`config.mk`:
```
export PLATFORM = sky130hd
export DESIGN_NAME = kypd_event_ctrl
export DESIGN_NICKNAME = d
export VERILOG_FILES = /design/src/rtl/kypd_pkg.sv /design/src/rtl/kypd_evt_fifo.sv /design/src/rtl/kypd_event_ctrl.sv
export SDC_FILE = /design/constraint.sdc
export NUM_CORES = 1
export LEC_CHECK = 0
export ABC_AREA = 1
export BUFFER_PORTS_ARGS = -buffer_cell sky130_fd_sc_hd__buf_4
export CORE_MARGIN = 3
export CORE_UTILIZATION = 35
export DETAILED_ROUTE_END_ITERATION = 7
export GPL_TIMING_DRIVEN = 0
export MAX_ROUTING_LAYER = met4
export PLACE_DENSITY_LB_ADDON = 0.3
export SLEW_MARGIN = 10
export SYNTH_ARGS = -nofsm -noshare
export SYNTH_HDL_FRONTEND = slang
export SYNTH_HIERARCHICAL = 1
export SYNTH_SLANG_ARGS = --single-unit
```
`constraint.sdc`:
```
create_clock -name clk -period 2.75 [get_ports clk]
set_input_delay 0.4125 -clock clk [delete_from_list [all_inputs] [get_ports clk]]
set_output_delay 0.4125 -clock clk [all_outputs]
set_load 0.05 [all_outputs]
```
`src/rtl/kypd_pkg.sv`:
```
// Shared types and widths for the keypad event controller.
package kypd_pkg;

   localparam int KEY_W = 4;
   localparam int EVT_W = KEY_W + 1;

   typedef enum logic [1:0] {
      IDLE,
      DEBOUNCE,
      HELD,
      REPEAT
   } kypd_state_t;

   // One queued key event: auto-repeat flag above the key code.
   typedef struct packed {
      logic             rpt;
      logic [KEY_W-1:0] code;
   } kypd_evt_t;

endpackage

```
`src/rtl/kypd_evt_fifo.sv`:
```
// First-word fall-through event queue with a sticky drop flag.
// A push into a full queue succeeds only when the head is popped in the same cycle.
module kypd_evt_fifo
   import kypd_pkg::*;
#(
   parameter int FIFO_DEPTH = 4
) (
   input  logic                          clk,
   input  logic                          sys_rst,
   input  logic                          push,
   input  logic [EVT_W-1:0]              din,
   input  logic                          pop,
   input  logic                          clr_overflow,
   output logic [EVT_W-1:0]              head,
   output logic                          empty,
   output logic [$clog2(FIFO_DEPTH):0]   level,
   output logic                          overflow
);

   localparam int AW = $clog2(FIFO_DEPTH);
   localparam logic [AW:0] DEPTH_L = (AW+1)'(FIFO_DEPTH);

   logic [EVT_W-1:0] mem [FIFO_DEPTH];
   logic [AW-1:0]    wr_ptr;
   logic [AW-1:0]    rd_ptr;
   logic             full;
   logic             wr_en;
   logic             rd_en;

   assign empty = (level == '0);
   assign full  = (level == DEPTH_L);
   assign rd_en = pop & ~empty;
   // When full, the slot being written is the one the head vacates this edge.
   assign wr_en = push & (~full | rd_en);
   assign head  = empty ? '0 : mem[rd_ptr];

   // Pointer, occupancy and sticky drop-flag bookkeeping.
   always_ff @(posedge clk or posedge sys_rst) begin
      if (sys_rst) begin
         wr_ptr   <= '0;
         rd_ptr   <= '0;
         level    <= '0;
         overflow <= 1'b0;
      end else begin
         if (wr_en) wr_ptr <= wr_ptr + AW'(1);
         if (rd_en) rd_ptr <= rd_ptr + AW'(1);
         case ({wr_en, rd_en})
            2'b10:   level <= level + 1'b1;
            2'b01:   level <= level - 1'b1;
            default: level <= level;
         endcase
         if (push & ~wr_en)     overflow <= 1'b1;
         else if (clr_overflow) overflow <= 1'b0;
      end
   end

   // Event storage; contents are don't-care until written.
   always_ff @(posedge clk) begin
      if (wr_en) mem[wr_ptr] <= din;
   end

endmodule

```
`src/rtl/kypd_event_ctrl.sv`:
```
// Keypad event controller: qualifies decoder levels with a stability window,
// generates press and auto-repeat events, and queues them for the note player.
module kypd_event_ctrl
   import kypd_pkg::*;
#(
   parameter int STABLE_CYC       = 2_000_000,
   parameter int REPEAT_DELAY_CYC = 50_000_000,
   parameter int REPEAT_RATE_CYC  = 10_000_000,
   parameter int FIFO_DEPTH       = 4
) (
   input  logic                         clk,
   input  logic                         sys_rst,
   input  logic                         enable,
   input  logic [3:0]                   key_code,
   input  logic                         key_pressed,
   input  logic                         out_ready,
   input  logic                         clr_overflow,
   output logic                         out_valid,
   output logic [3:0]                   out_code,
   output logic                         out_repeat,
   output logic [$clog2(FIFO_DEPTH):0]  fifo_level,
   output logic                         overflow
);

   localparam int MAX_AB  = (STABLE_CYC > REPEAT_DELAY_CYC) ? STABLE_CYC : REPEAT_DELAY_CYC;
   localparam int MAX_CYC = (MAX_AB > REPEAT_RATE_CYC) ? MAX_AB : REPEAT_RATE_CYC;
   localparam int CNT_W   = $clog2(MAX_CYC);

   localparam logic [CNT_W-1:0] STABLE_TC = CNT_W'(STABLE_CYC - 1);
   localparam logic [CNT_W-1:0] DELAY_TC  = CNT_W'(REPEAT_DELAY_CYC - 1);
   localparam logic [CNT_W-1:0] RATE_TC   = CNT_W'(REPEAT_RATE_CYC - 1);

   kypd_state_t      state;
   logic [CNT_W-1:0] cnt;
   logic [KEY_W-1:0] cand;
   logic             tc;
   logic             push;
   kypd_evt_t        push_evt;
   kypd_evt_t        head_evt;
   logic             fifo_empty;

   // Terminal count for the current state and the resulting push request.
   always_comb begin
      tc = 1'b0;
      case (state)
         DEBOUNCE: tc = (cnt == STABLE_TC);
         HELD:     tc = (cnt == DELAY_TC);
         REPEAT:   tc = (cnt == RATE_TC);
         default:  tc = 1'b0;
      endcase
      push          = enable & key_pressed & (key_code == cand) & tc & (state != IDLE);
      push_evt.rpt  = (state != DEBOUNCE);
      push_evt.code = cand;
   end

   // Key-tracking FSM; counter restarts on every state entry and code change.
   always_ff @(posedge clk or posedge sys_rst) begin
      if (sys_rst) begin
         state <= IDLE;
         cnt   <= '0;
         cand  <= '0;
      end else if (!enable) begin
         state <= IDLE;
         cnt   <= '0;
      end else begin
         case (state)
            IDLE: begin
               cnt <= '0;
               if (key_pressed) begin
                  cand  <= key_code;
                  state <= DEBOUNCE;
               end
            end
            DEBOUNCE: begin
               if (!key_pressed) begin
                  state <= IDLE;
                  cnt   <= '0;
               end else if (key_code != cand) begin
                  cand <= key_code;
                  cnt  <= '0;
               end else if (tc) begin
                  state <= HELD;
                  cnt   <= '0;
               end else begin
                  cnt <= cnt + 1'b1;
               end
            end
            HELD, REPEAT: begin
               if (!key_pressed) begin
                  state <= IDLE;
                  cnt   <= '0;
               end else if (key_code != cand) begin
                  cand  <= key_code;
                  state <= DEBOUNCE;
                  cnt   <= '0;
               end else if (tc) begin
                  state <= REPEAT;
                  cnt   <= '0;
               end else begin
                  cnt <= cnt + 1'b1;
               end
            end
            default: begin
               state <= IDLE;
               cnt   <= '0;
            end
         endcase
      end
   end

   kypd_evt_fifo #(
      .FIFO_DEPTH (FIFO_DEPTH)
   ) u_fifo (
      .clk          (clk),
      .sys_rst      (sys_rst),
      .push         (push),
      .din          (push_evt),
      .pop          (out_ready),
      .clr_overflow (clr_overflow),
      .head         (head_evt),
      .empty        (fifo_empty),
      .level        (fifo_level),
      .overflow     (overflow)
   );

   assign out_valid  = ~fifo_empty;
   assign out_code   = head_evt.code;
   assign out_repeat = head_evt.rpt;

endmodule
```
==> results of run 1 <==
-- critical path, delay by kind of cell, from the launching register on --
family | cells | cell delay [ps]
DFF | 1 | 400
AOI/OAI and AO/OA | 1 | 170
buffers and inverters | 1 | 80
and+or+nand+nor | 7 | 990
adders and majority gates | 3 | 860
-- worst max-delay path by stage --
stage,from,end,depth (start not counted)
final,cnt[0]$_DFF_PP0_,u_fifo/level[1]$_DFFE_PP0P_,12
after global routing,cnt[0]$_DFF_PP0_,u_fifo/level[1]$_DFFE_PP0P_,12
after floorplan,cnt[0]$_DFF_PP0_,u_fifo/level[1]$_DFFE_PP0P_,12
after CTS,cnt[0]$_DFF_PP0_,u_fifo/level[1]$_DFFE_PP0P_,12
after detailed placement,cnt[0]$_DFF_PP0_,u_fifo/level[1]$_DFFE_PP0P_,12
after global placement,cnt[0]$_DFF_PP0_,u_fifo/level[1]$_DFFE_PP0P_,12
-- logic make-up after synthesis --
group                      count (synthesis)
DFF                                       60
adders and majority gates                  7
buffers and inverters                     87
AOI/OAI and AO/OA                         29
and+or+nand+nor                          230
xor gates and xnor gates                  13
-- power groups by stage --
| stage | registers (W) | clock network (W) | logic, W |
|---|---|---|---|
| after floorplan | 0.000990 | 0 | 0.0000999 |
| after global placement | 0.00100 | 0 | 0.000136 |
| after detailed placement | 0.00100 | 0 | 0.000138 |
| after CTS | 0.000983 | 0.000728 | 0.000139 |
| after global routing | 0.000986 | 0.000771 | 0.000161 |
| final | 0.000983 | 0.000702 | 0.000139 |
-- synth_stat cells --
library cell / instances / area share
nand2_1: 103 / 0.11
inv_1: 78 / 0.087
nor2_1: 61 / 0.068
dfrtp_1: 40 / 0.30
nand3_1: 30 / 0.045
edfxtp_1: 20 / 0.18
a21oi_1: 14 / 0.021
o21ai_0: 12 / 0.018
nor3_1: 10 / 0.015
nand4_1: 7 / 0.013
xor2_1: 7 / 0.018
ha_1: 6 / 0.022
xnor2_1: 6 / 0.016
buf_2: 3 / 0.0045
nand2_2: 3 / 0.0056
nand3_2: 3 / 0.0089
nor2_4: 3 / 0.010
nor3_2: 3 / 0.0089
buf_6: 2 / 0.0067
inv_2: 2 / 0.0022
nor3_4: 2 / 0.0097
a211oi_1: 1 / 0.0022
buf_4: 1 / 0.0022
clkinv_1: 1 / 0.0011
fa_1: 1 / 0.0060
nand3_4: 1 / 0.0052
nand3b_1: 1 / 0.0022
nand4_2: 1 / 0.0037
nor2_2: 1 / 0.0019
nor3b_1: 1 / 0.0022
o21ai_1: 1 / 0.0015
o22ai_1: 1 / 0.0019
-- state kept, by name (all words and copies together), names as in the netlist --
| name | count |
|---|---|
| cand | 4 |
| cnt | 26 |
| state | 2 |
| u_fifo/level | 3 |
| u_fifo/mem | 20 |
| u_fifo/overflow | 1 |
| u_fifo/rd_ptr | 2 |
| u_fifo/wr_ptr | 2 |
-- repair_timing --
item / 4_1_cts / 5_1_grt
endpoints found under the hold margin: 0 / 0
buffers inserted: 0 / 1
resized for setup: 1 / 6
endpoints found under the setup margin: 2 / 2
pin swaps: 0 / 1
-- metrics by stage --
stage / setup slack (ps) / utilization / TNS (ps)
after floorplan: 392 / - / 0
after global placement: -41.0 / 0.395 / -41.0
after global routing: 19.0 / 0.418 / 0
final: 180 / 0.418 / 0
after detailed placement: -97.6 / 0.395 / -110
after CTS: 5.65 / 0.414 / 0
-- per-layer routing --
layer	up-vias	GRT usage
met2	30	0.218
met5	-	-
met1	1221	0.155
met3	12	0.0397
met4	0	0.0408
li1	1387	-
-- final cells by class --
type	count	area share
flip-flops and latches	60	0.413
repair buffers	20	0.0387
well taps	129	0.0416
clock inverters	7	0.0132
plain buffers	6	0.0116
multi-input cells	279	0.372
clock buffers	9	0.0319
inverters	81	0.0783
==> impl_metrics.csv, run 1 <==
group,metric,value,unit
floorplanning,io_pins,20,
timing,period_needed,2570,ps
detailed_routing,ant_nets,0,
layout,seq_area,0.00160,mm2
worst_setup_path,crit_type,"reg -> reg",
synth,synthAdderAreaFrac,0.0283,
pwr,peakVddDrop,273,uV
timing,rsz0062_at_grt,"false",
detailed_routing,wirelength,6.57,mm
synth,ys_seq_area_frac,0.476,
cts,clk_latency,340,ps
worst_setup_path,rr_endpoint,"u_fifo/level[1]$_DFFE_PP0P_",
pwr,p_int,0.00133,W
detailed_routing,wl_met1,3.08,mm
worst_setup_path,worstPathRequired,3010,ps
pwr,combPwrFrac,0.076,
timing,finalSetupViolCount,0,
synth,synth_top_family_by_area,"simple AND/OR/NAND/NOR gates",
pwr,powerDensity,470,mW/mm2
grt,first_global_vias,2540,
worst_setup_path,start_kind,"flip-flop",
cts,htree_num_levels,3,
layout,layoutNonFillerInstCount,591,
cts,clkTransAtPathRegs,70,ps
cts,cts.sinks,60,
grt,grt_first_pass_wirelength,11.4,mm
place,place_congestion,0.855,
synth,synth_xor_area_frac,0.0338,
timing,hold-worst-slack,32.9,ps
timing,finClkSkew,7.53,ps
timing,slew_headroom,0.531,
synth,synth-compound-area-share,0.0443,
worst_setup_path,max_stage_delay,400,ps
grt,grt_max_degree,33,
cts,clk_path_buf_depth,2,
detailed_routing,viasPerCell,4.48,
synth,synth.avg_cell_area,7.90,um2
worst_hold_path,hold_class,"in -> async",
layout,layout_commonest_cell,"nand2_1",
floorplanning,die_h,104,um
worst_setup_path,cp.arrival,2830,ps
cts,cts_made_buffers,9,
synth,synth.area.mux_share,0,
floorplanning,dieArea,0.0108,mm2
place,place_area,0.00367,mm2
detailed_routing,drcViolationCount,0,
worst_setup_path,path_cells,"ha_2, nand3_4, nor3_4, nand3_1, nor2_2, nand3_2, nor2_4, nand2_2, ha_1, inv_1, fa_1, o21ai_0",
synth,synthSimpleGateAreaFrac,0.314,
outcome,status,"finished, final reports clean",
layout,final_area,0.00388,mm2
pwr,leakage,1.79,nW
timing,slew_violations,0,
detailed_routing,wl_per_cell,11.1,um
place,dpl.cell_count,574,
layout,layout_common_cells,"nand2_1 (103), inv_1 (77), nor2_1 (59), dfrtp_1 (40), nand3_1 (29)",
pwr,clock_power_share,0.385,
worst_setup_path,cp_slowest_cell,"dfrtp_1",
detailed_routing,vias,2650,
worst_setup_path,ff2ff_path_depth,12,
worst_setup_path,endpoint_kind,"flip-flop",
worst_setup_path,worst-r2r-setup-slack,180,ps
cts,clockRootBuffer,"clkbuf_8",
layout,drive_gt1_frac,0.143,
detailed_routing,firstDrtPassIters,4,
synth,synth_cells,426,
grt,grtUsageTotal,0.132,
detailed_routing,drtIter0Drc,86,
worst_setup_path,r2r-start,"cnt[0]$_DFF_PP0_",
floorplanning,fp.dieW,104,um
layout,multi_input_area,0.00145,mm2
pwr,switchingPower,0.000497,W
floorplanning,start_util,0.362,
place,hpwl,4.88,mm
timing,max_freq,389,MHz
synth,ys_warn_count,6,
grt,overflow,0,
place,port_buffers,19,
worst_setup_path,cp_max_fo,7,
detailed_routing,top_layer_used,"met4",
cts,postCtsHoldBufs,0,
floorplanning,row_count,35,
timing,period_share,0.935,
pwr,sw_frac_of_total,0.272,
pwr,p_total,0.00182,W
synth,synth_area,0.00336,mm2
timing,worst_slew_pin_slew,702,ps
cts,cts_tree,"yes",
synth,ys_ff_latch,60,
detailed_routing,met3_length,208,um
detailed_routing,wl_met2,3.15,mm
synth,syn_nets,443,
layout,area_growth,15.4,%
job,drv_cap,0,
grt,antenna_found_initial,0,
pwr,seqPwrFrac,0.539,
layout,fillers,962,
layout,antenna_cells,0,
floorplanning,core_area,0.00928,mm2
layout,nets,474,
synth,yosysUniqueCellTypes,32,
timing,hold_viol_final,0,
(Power assumes the default switching activity.)
==> inputs of run 2 (changes only) <==
--- a/config.mk
+++ b/config.mk
@@ -6,7 +6,7 @@
 export NUM_CORES = 1
 export LEC_CHECK = 0
 export ABC_AREA = 1
-export BUFFER_PORTS_ARGS = -buffer_cell sky130_fd_sc_hd__buf_4
+export BUFFER_PORTS_ARGS = -buffer_cell sky130_fd_sc_hd__buf_2
 export CORE_MARGIN = 3
 export CORE_UTILIZATION = 35
 export DETAILED_ROUTE_END_ITERATION = 7
==> impl_metrics.csv, run 2 (synthesis gave the netlist of run 1 again) <==
group,metric,value,unit
grt,grtUsageTotal,0.136,
worst_setup_path,crit_type,"reg -> reg",
place,port_buffers,19,
pwr,powerDensity,513,mW/mm2
layout,antenna_cells,0,
place,hpwl,4.89,mm
cts,cts_made_buffers,9,
timing,finClkSkew,8.68,ps
outcome,status,"finished, final reports clean",
cts,htree_num_levels,3,
timing,finalSetupViolCount,0,
detailed_routing,wirelength,6.57,mm
layout,layout_common_cells,"nand2_1 (103), inv_1 (77), nor2_1 (59), dfrtp_1 (40), nand3_1 (29)",
worst_setup_path,max_stage_delay,410,ps
detailed_routing,viasPerCell,4.41,
pwr,combPwrFrac,0.068,
worst_setup_path,cp_slowest_cell,"fa_1",
cts,cts.sinks,60,
layout,top_register,"cnt",
worst_setup_path,worstPathRequired,3030,ps
layout,drive_gt1_frac,0.143,
pwr,seqPwrFrac,0.494,
floorplanning,io_pins,20,
place,dpl.cell_count,574,
pwr,switchingPower,0.000488,W
detailed_routing,drcViolationCount,0,
timing,worst_slew_pin_slew,706,ps
layout,area_growth,15.4,%
pwr,p_int,0.00151,W
pwr,sw_frac_of_total,0.245,
timing,period_needed,2500,ps
layout,reg.largest.list,"cnt: 26 flops, u_fifo/mem: 20 flops, cand: 4 flops",
cts,cts_tree,"yes",
worst_setup_path,path_cells,"ha_2, nand3_4, nor3_4, nand3_1, nor2_2, nand3_2, nor2_4, nand2_2, ha_1, inv_1, fa_1, o21ai_1",
detailed_routing,firstDrtPassIters,4,
cts,clkTransAtPathRegs,70,ps
floorplanning,dieArea,0.0108,mm2
timing,setup_slack,246,ps
detailed_routing,ant_nets,0,
cts,clk_path_buf_depth,2,
timing,slew_violations,0,
floorplanning,row_count,35,
floorplanning,die_h,104,um
worst_setup_path,start_kind,"flip-flop",
timing,slew_headroom,0.529,
worst_setup_path,cp.arrival,2780,ps
layout,largest_reg_flops,26,
timing,period_share,0.910,
timing,hold_viol_final,0,
worst_setup_path,worst-r2r-setup-slack,250,ps
floorplanning,start_util,0.362,
floorplanning,fp.dieW,104,um
floorplanning,core_area,0.00928,mm2
worst_setup_path,endpoint_kind,"flip-flop",
pwr,clock_power_share,0.438,
detailed_routing,wl_per_cell,11.1,um
job,drv_cap,0,
place,post-place-ws,-63.2,ps
grt,first_global_vias,2621,
grt,grt_max_degree,33,
timing,rsz0062_at_grt,"false",
grt,overflow,0,
pwr,leakage,1.80,nW
detailed_routing,vias,2611,
cts,clockRootBuffer,"clkbuf_8",
worst_setup_path,cp_max_fo,7,
layout,nets,475,
cts,clk_latency,350,ps
grt,antenna_found_initial,0,
worst_hold_path,hold_class,"in -> async",
pwr,peakVddDrop,249,uV
detailed_routing,drtIter0Drc,87,
place,place_congestion,0.844,
grt,grt_first_pass_wirelength,11.6,mm
layout,layoutNonFillerInstCount,592,
layout,fillers,936,
layout,layout_commonest_cell,"nand2_1",
timing,max_freq,399,MHz
-- run 2: final cells by class --
cell class	instances	area [um2]	share of cell area
buffer	6	45.0	0.0116
clock buffer	10	128	0.0329
clock inverter	6	88.8	0.0229
inverter	81	304	0.0783
multi-input combinational	279	1450	0.372
sequential	60	1600	0.412
tap	129	161	0.0416
timing repair buffer	21	110	0.0284
-- run 2: timing repair --
item                                    CTS  global route
buffers inserted                          0             2
pin swaps                                 0             1
endpoints found under the hold margin     0             0
hold buffers                              0             0
endpoints found under the setup margin    2             2
gates resized for setup                   1             7
-- run 2: path summary, 6_finish.rpt --
check                                               to  cells past startpoint                   startpoint
min                        u_fifo/level[1]$_DFFE_PP0P_                      2                      sys_rst
max in group asynchronous            cnt[15]$_DFF_PP0_                      2                      sys_rst
min in group clk           u_fifo/overflow$_DFFE_PP0P_                      2                 clr_overflow
max reg2reg                u_fifo/level[1]$_DFFE_PP0P_                     12             cnt[0]$_DFF_PP0_
min reg2reg                u_fifo/level[2]$_DFFE_PP0P_                      2  u_fifo/level[2]$_DFFE_PP0P_
max                        u_fifo/level[1]$_DFFE_PP0P_                     12             cnt[0]$_DFF_PP0_
-- run 2: power groups by stage --
stage / Sequential [W] / Clock [W] / Combinational, W
floorplan: 0.000990 / 0 / 0.0000999
global placement: 0.00100 / 0 / 0.000132
detailed placement: 0.00100 / 0 / 0.000136
CTS: 0.000985 / 0.000896 / 0.000136
global route: 0.000987 / 0.000945 / 0.000157
finish: 0.000984 / 0.000873 / 0.000136
-- run 2: layer usage --
layer,track usage,part of all wire,routed length [um],vias to the layer above
met1,0.154,0.46,3030,1174
met4,0.0589,0.023,151,0
met2,0.224,0.49,3190,34
met5,-,0,0,-
li1,-,-,-,1386
met3,0.0391,0.030,195,17
-- run 2: worst max-delay path: cells and delay by family, from the launching register on --
kind	cells	cell delay (ps)
AO/OA/AOI/OAI	1	120
adder cells (fa/ha/maj)	3	870
buffers and inverters	1	80
AND/OR/NAND/NOR	7	960
flip-flops	1	400
-- run 2: stage by stage --
step                setup TNS (ps)  hold WS [ps]  instance area [um2]  power (W)   util
floorplan                        0           228                 3360    0.00109      -
global placement             -53.3           381                 3620    0.00113  0.390
detailed placement           -63.2           396                 3620    0.00114  0.390
CTS                              0          16.8                 3840    0.00202  0.414
global route                     0          24.8                 3880    0.00209  0.418
finish                           0          16.1                 3880    0.00199  0.418
